==> src/rtl/matmul_job_sequencer.sv <==
// Job sequencer for the i4 x i8 MAC array: loads weights/activations from a byte stream,
// steps K_LEN accumulate cycles, then drains each slice's accumulator. Option: WEIGHT_REUSE_EN.
module matmul_job_sequencer #(
  parameter int unsigned COMPUTE_SLICES = 4,
  parameter int unsigned K_LEN          = 8,
  parameter int unsigned ACC_W          = 16
) (
  input  logic clk,
  input  logic rst,
  input  logic start,
`ifdef WEIGHT_REUSE_EN
  input  logic reuse_w,
`endif
  input  logic in_valid,
  output logic in_ready,
  output logic w_we,
  output logic [((COMPUTE_SLICES*K_LEN/2) > 1 ? $clog2(COMPUTE_SLICES*K_LEN/2) : 1)-1:0] w_addr,
  output logic a_we,
  output logic [$clog2(K_LEN)-1:0] a_addr,
  output logic acc_en,
  output logic acc_clr,
  output logic [$clog2(K_LEN)-1:0] k_idx,
  output logic out_valid,
  input  logic out_ready,
  output logic [(COMPUTE_SLICES > 1 ? $clog2(COMPUTE_SLICES) : 1)-1:0] out_sel,
  output logic byte_sel,
  output logic busy,
  output logic done
);

  localparam int unsigned WBytes     = COMPUTE_SLICES * K_LEN / 2;
  localparam int unsigned WAddrW     = (WBytes > 1) ? $clog2(WBytes) : 1;
  localparam int unsigned KW         = $clog2(K_LEN);
  localparam int unsigned SelW       = (COMPUTE_SLICES > 1) ? $clog2(COMPUTE_SLICES) : 1;
  localparam int unsigned DrainBytes = COMPUTE_SLICES * (ACC_W / 8);
  localparam int unsigned MaxA       = (WBytes > K_LEN) ? WBytes : K_LEN;
  localparam int unsigned MaxCnt     = (MaxA > DrainBytes) ? MaxA : DrainBytes;
  localparam int unsigned CntW       = $clog2(MaxCnt) + 1;

  typedef enum logic [2:0] {StIdle, StLoadW, StLoadA, StCompute, StDrain, StDone} state_e;

  state_e            state_q, state_d;
  logic [CntW-1:0]   cnt_q, cnt_d;
  logic              skip_w;
  logic              w_load_last;

  // One counter serves every phase; it is cleared on each phase transition.
  assign w_load_last = (state_q == StLoadW) && in_valid && (cnt_q == CntW'(WBytes - 1));

`ifdef WEIGHT_REUSE_EN
  logic w_loaded_q;

  always_ff @(posedge clk or posedge rst) begin
    if (rst) begin
      w_loaded_q <= 1'b0;
    end else if (w_load_last) begin
      w_loaded_q <= 1'b1;
    end
  end

  assign skip_w = reuse_w & w_loaded_q;
`else
  assign skip_w = 1'b0;
`endif

  always_ff @(posedge clk or posedge rst) begin
    if (rst) begin
      state_q <= StIdle;
      cnt_q   <= '0;
    end else begin
      state_q <= state_d;
      cnt_q   <= cnt_d;
    end
  end

  always_comb begin
    state_d = state_q;
    cnt_d   = cnt_q;
    unique case (state_q)
      StIdle: begin
        if (start) begin
          cnt_d   = '0;
          state_d = skip_w ? StLoadA : StLoadW;
        end
      end
      StLoadW: begin
        if (in_valid) begin
          if (w_load_last) begin
            cnt_d   = '0;
            state_d = StLoadA;
          end else begin
            cnt_d = cnt_q + 1'b1;
          end
        end
      end
      StLoadA: begin
        if (in_valid) begin
          if (cnt_q == CntW'(K_LEN - 1)) begin
            cnt_d   = '0;
            state_d = StCompute;
          end else begin
            cnt_d = cnt_q + 1'b1;
          end
        end
      end
      StCompute: begin
        if (cnt_q == CntW'(K_LEN - 1)) begin
          cnt_d   = '0;
          state_d = StDrain;
        end else begin
          cnt_d = cnt_q + 1'b1;
        end
      end
      StDrain: begin
        if (out_ready) begin
          if (cnt_q == CntW'(DrainBytes - 1)) begin
            cnt_d   = '0;
            state_d = StDone;
          end else begin
            cnt_d = cnt_q + 1'b1;
          end
        end
      end
      StDone:  state_d = StIdle;
      default: state_d = StIdle;
    endcase
  end

  // Addresses are masked outside their phase so idle outputs stay at zero.
  always_comb begin
    in_ready  = (state_q == StLoadW) || (state_q == StLoadA);
    w_we      = (state_q == StLoadW) && in_valid;
    a_we      = (state_q == StLoadA) && in_valid;
    w_addr    = (state_q == StLoadW) ? cnt_q[WAddrW-1:0] : '0;
    a_addr    = (state_q == StLoadA) ? cnt_q[KW-1:0] : '0;
    acc_en    = (state_q == StCompute);
    acc_clr   = (state_q == StCompute) && (cnt_q == '0);
    k_idx     = (state_q == StCompute) ? cnt_q[KW-1:0] : '0;
    out_valid = (state_q == StDrain);
    out_sel   = (state_q == StDrain) ? cnt_q[SelW:1] : '0;
    byte_sel  = (state_q == StDrain) && cnt_q[0];
    busy      = (state_q != StIdle);
    done      = (state_q == StDone);
  end

endmodule

==> config.mk <==
export PLATFORM = sky130hd
export DESIGN_NAME = matmul_job_sequencer
export DESIGN_NICKNAME = d
export VERILOG_FILES = /design/src/rtl/matmul_job_sequencer.sv
export SDC_FILE = /design/constraint.sdc
export NUM_CORES = 1
export LEC_CHECK = 0
export ABC_AREA = 0
export CORE_UTILIZATION = 46
export DETAILED_ROUTE_END_ITERATION = 6
export PLACE_DENSITY = 0.83
export SETUP_SLACK_MARGIN = 0.1
export SYNTH_ARGS = -nofsm -noshare
export SYNTH_HDL_FRONTEND = slang
export SYNTH_SLANG_ARGS = --single-unit
==> constraint.sdc <==
create_clock -name clk -period 5.45 [get_ports clk]
set_input_delay 1.09 -clock clk [delete_from_list [all_inputs] [get_ports clk]]
set_output_delay 1.09 -clock clk [all_outputs]
set_load 0.02 [all_outputs]
---- Yosys cells after proc, flatten, opt, wreduce, memory -nomap -nowiden ----
Index checks and enable logic that the tools add are counted.
W data, S select, Z words.
storage, ports and cells
  register bits ........................... 8
  bits of input ports ..................... 5
  output and inout bits ................... 21
  logic and storage cells ................. 50
operators by class
  $add $sub $neg .......................... 1
  equality and inequality tests ........... 15
  multiplexer cells ....................... 20
  reductions and logical operators ........ 12
operators with widths
  kind                   number
  $mux W3                10
  $mux W5                6
  $pmux W5 S5            1
  $pmux W3 S5            1
  $ne A2 B2 Y1 const B   5
  $reduce_and A8 Y1      1
  $eq A3 B2 Y1 const B   2
  $eq A3 B3 Y1 const B   2
  $ne A2 B1 Y1 const B   3
  $add A5 B1 Y5 const B  1
  $eq A5 B3 Y1 const B   1
  $eq A5 B4 Y1 const B   1
  $logic_and A1 B1 Y1    5
  $logic_not A5 Y1       1
  $reduce_and A5 Y1      1
  $reduce_bool A5 Y1     1
  $mux W4                1
  $eq A3 B1 Y1 const B   1
  $logic_not A3 Y1       1
  $reduce_bool A3 Y1     1
  $mux W2                1
  $logic_or A1 B1 Y1     1

---- Logic depth before layout (Yosys ltp) ----
  word-level depth ........................ 6
  depth in mapped cells ................... 7
  gate-level depth less buffers ........... 7

---- Worst setup path after synthesis ----
No wires, ideal clock.
  path type ............................... reg-to-output
  start point ............................. register state_q[2]
  end point ............................... output acc_clr
  arrival ................................. 1449 ps
  data required time ...................... 4360 ps
  slack ................................... 2911 ps
  stages on the path, launching flop included .. 5
  path buffers ............................ 1
  path through ............................ dfrtp_1 > nand2b_1 > clkbuf_1 > nor2_1 > and4b_1
on the way
  word-level cells in the longest chain between the ends .. 2
RTL lines
  what                    line  RTL
  from (decl)             42    state_e state_q, state_d;
  from (signal assigned)  68    state_q <= StIdle;
  from (signal assigned)  71    state_q <= state_d;
  $eq A3 B2 Y1            -
  net acc_en              20    output logic acc_en,
  $logic_and A1 B1 Y1     137   acc_clr = (state_q == StCompute) && (cnt_q == '0);
  to (decl)               21    output logic acc_clr,
The timed path passes the listed nets, and every way through them passes these cells.

---- Worst setup path in the final report ----
  start point ............................. input in_valid
  end point ............................... output w_we
on the way
  word-level cells in the longest chain between the ends .. 1
RTL lines
  what                 line  RTL
  from (decl)          14    input logic in_valid,
  $logic_and A1 B1 Y1  132   w_we = (state_q == StLoadW) && in_valid;
  to (decl)            16    output logic w_we,
Every way passes these cells.

==> flow_summary.json <==
{
  "insertion_delay_ns": 0.25,
  "finalSetupTns_ns": 0,
  "drc": 0,
  "hpwl_um": 1411,
  "antenna_found_initial": 0,
  "numCtsBuffers": 3,
  "synthFlopType": "dfrtp_1",
  "final_core_utilization_pct": 71.15,
  "dieHeight_um": 41.10,
  "insertedDiodeCount": 0,
  "htree_levels": 1,
  "layout_commonest_cell": "clkdlybuf4s50_1",
  "syn_inst": 85,
  "initial_core_util_pct": 51.47,
  "netlist_area_um2": 703.2,
  "gp_congestion": 0.9066,
  "detail_route.wl_per_cell_um": 15.23,
  "setup_ws_ns": 1.863,
  "firstDrtPassIters": 4,
  "worst_slew_pin_slew_ns": 0.5664,
  "status": "complete, no violations",
  "die_x_um": 41.10,
  "max-slew-margin-rel_pct": 62.24,
  "core_um2": 1366,
  "final_cell_mix": "clkdlybuf4s50_1, and3_1, dfrtp_1",
  "fin_skew_ns": 0.001781,
  "cts_resized": 0,
  "start_kind": "input pin",
  "via_per_inst": 6.081,
  "reg2reg_slack_ns": 3.46,
  "drtIter0Drc": 22,
  "clock_sinks": 8,
  "grt_pass1_vias": 668,
  "pin_count": 26,
  "max_clock_freq_ghz": 0.2788,
  "synth_cell_types": 34,
  "syn_to_final_growth_pct": 38.26,
  "worstSetupEndpointType": "primary output",
  "portBuffers": 25,
  "synth.net_count": 93,
  "grt_pass1_wl_um": 2891,
  "totalWireLength_um": 1888,
  "synth.avg_cell_area_um2": 8.273,
  "ys_async_sr_fraction_pct": 100.0,
  "synth_edf_count": 0,
  "worstSetupPathType": "input pin to primary output",
  "p_leak_nw": 0.4290,
  "final_nets": 119,
  "cap_violations": 0,
  "rows": 13,
  "hold_viol": 0,
  "vias": 754,
  "ys_seq_area_share_pct": 28.47,
  "critPathMaxFanout": 6,
  "postRouteAntennaNets": 0,
  "p_total_w": 0.0004992,
  "grt.overflow.total": 0,
  "post_cts_buffers": 0,
  "fp.dieArea_um2": 1689,
  "cts_hold_buf": 0,
  "tritoncts": "yes",
  "hp-class": "register to register",
  "maxSlewViolCount": 0,
  "ys_warn_count": 0,
  "clk_path_buf_depth": 2,
  "ir_worst_vdd_v": 0.0002661,
  "power_density_nw_per_um2": 513.5,
  "grt_max_degree": 21,
  "worst-endpoint-required_ns": 4.36,
  "layout-drive-gt1-share_pct": 8.257,
  "grt_usage_pct": 25.70,
  "setup_violations": 0,
  "ys_ff_latch": 8,
  "arrival_ns": 2.50,
  "pre_cts_slack_ns": 1.866,
  "finalCritPeriodShare_pct": 65.82,
  "cts.clk_slew.worst_paths_ns": 0.05,
  "period_needed_ns": 3.587,
  "root_buffer": "clkbuf_4",
  "rsz0062_at_grt": "no"
}
kinds of logic after synthesis:
group	after synthesis	share of synthesized area, %
AND/OR/NAND/NOR	44	36.66
XOR/XNOR	1	1.246
buffers and inverters	11	6.940
flip-flops	8	28.47
adder cells (fa/ha/maj)	3	5.339
AO/OA/AOI/OAI	18	21.35
through the flow:
stage | instances | hold slack (ns) | cell area (um^2)
finish | 124 | 0.5683 | 972.2
global route | 124 | 0.5808 | 972.2
CTS | 124 | 0.5620 | 972.2
detailed placement | 121 | 0.5523 | 949.7
global placement | 121 | 0.5492 | 949.7
floorplan | 85 | 0.5070 | 703.2
worst max-delay path, cell delays in order:
cell,delay [ns]
clkdlybuf4s50_1,0.58
and3_1,0.22
clkdlybuf4s50_1,0.61
registers in the layout (all words and copies together), names as in the netlist:
| signal | flops |
|---|---|
| cnt_q | 5 |
| state_q | 3 |
power by group:
part | total, W | switching [W] | internal [W]
Sequential | 0.000130 | 0.0000501 | 0.0000801
Combinational | 0.000324 | 0.000175 | 0.000148
Clock | 0.0000454 | 0.0000202 | 0.0000252
Total | 0.000499 | 0.000246 | 0.000254
area by class of cell:
type	count	area, um^2
fill	113	394.1
timing repair buffer	25	250.2
clock buffer	3	22.52
sequential	8	200.2
multi-input combinational	66	454.2
tap	15	18.77
inverter	7	26.28
cells in the mapped netlist (2+ instances only):
cell	instances	share of area [%]
nand3_1	4	2.8
and3_1	10	8.9
a22o_1	2	2.5
nor2b_1	2	1.8
nand2b_1	2	1.8
nor3_1	6	4.3
clkbuf_1	3	1.6
dfrtp_1	8	28
nor2_1	7	3.7
a21o_1	2	2.1
o21ai_0	2	1.4
nand2_1	5	2.7
a21oi_1	2	1.4
o22ai_1	2	1.8
ha_1	3	5.3
inv_1	7	3.7
routing by layer:
layer  vias up  track usage, %  share of wire (%)
met3         2           1.630                6.2
met4         0           7.258               0.69
met5         -               0                  0
met2        35           47.66                 51
li1        362               -                  -
met1       355           31.44                 42
final timing paths:
check | end | cells past startpoint | startpoint
worst max-delay path | w_we | 3 | in_valid
worst max register to register | cnt_q[4]$_DFFE_PP0P_ | 7 | cnt_q[0]$_DFFE_PP0P_
worst min-delay path | cnt_q[0]$_DFFE_PP0P_ | 1 | cnt_q[0]$_DFFE_PP0P_
max in group asynchronous | cnt_q[2]$_DFFE_PP0P_ | 2 | rst
worst min register to register | cnt_q[0]$_DFFE_PP0P_ | 1 | cnt_q[0]$_DFFE_PP0P_
min in group asynchronous | state_q[2]$_DFFE_PP0P_ | 2 | rst
Power figures use the tool's default switching activity.
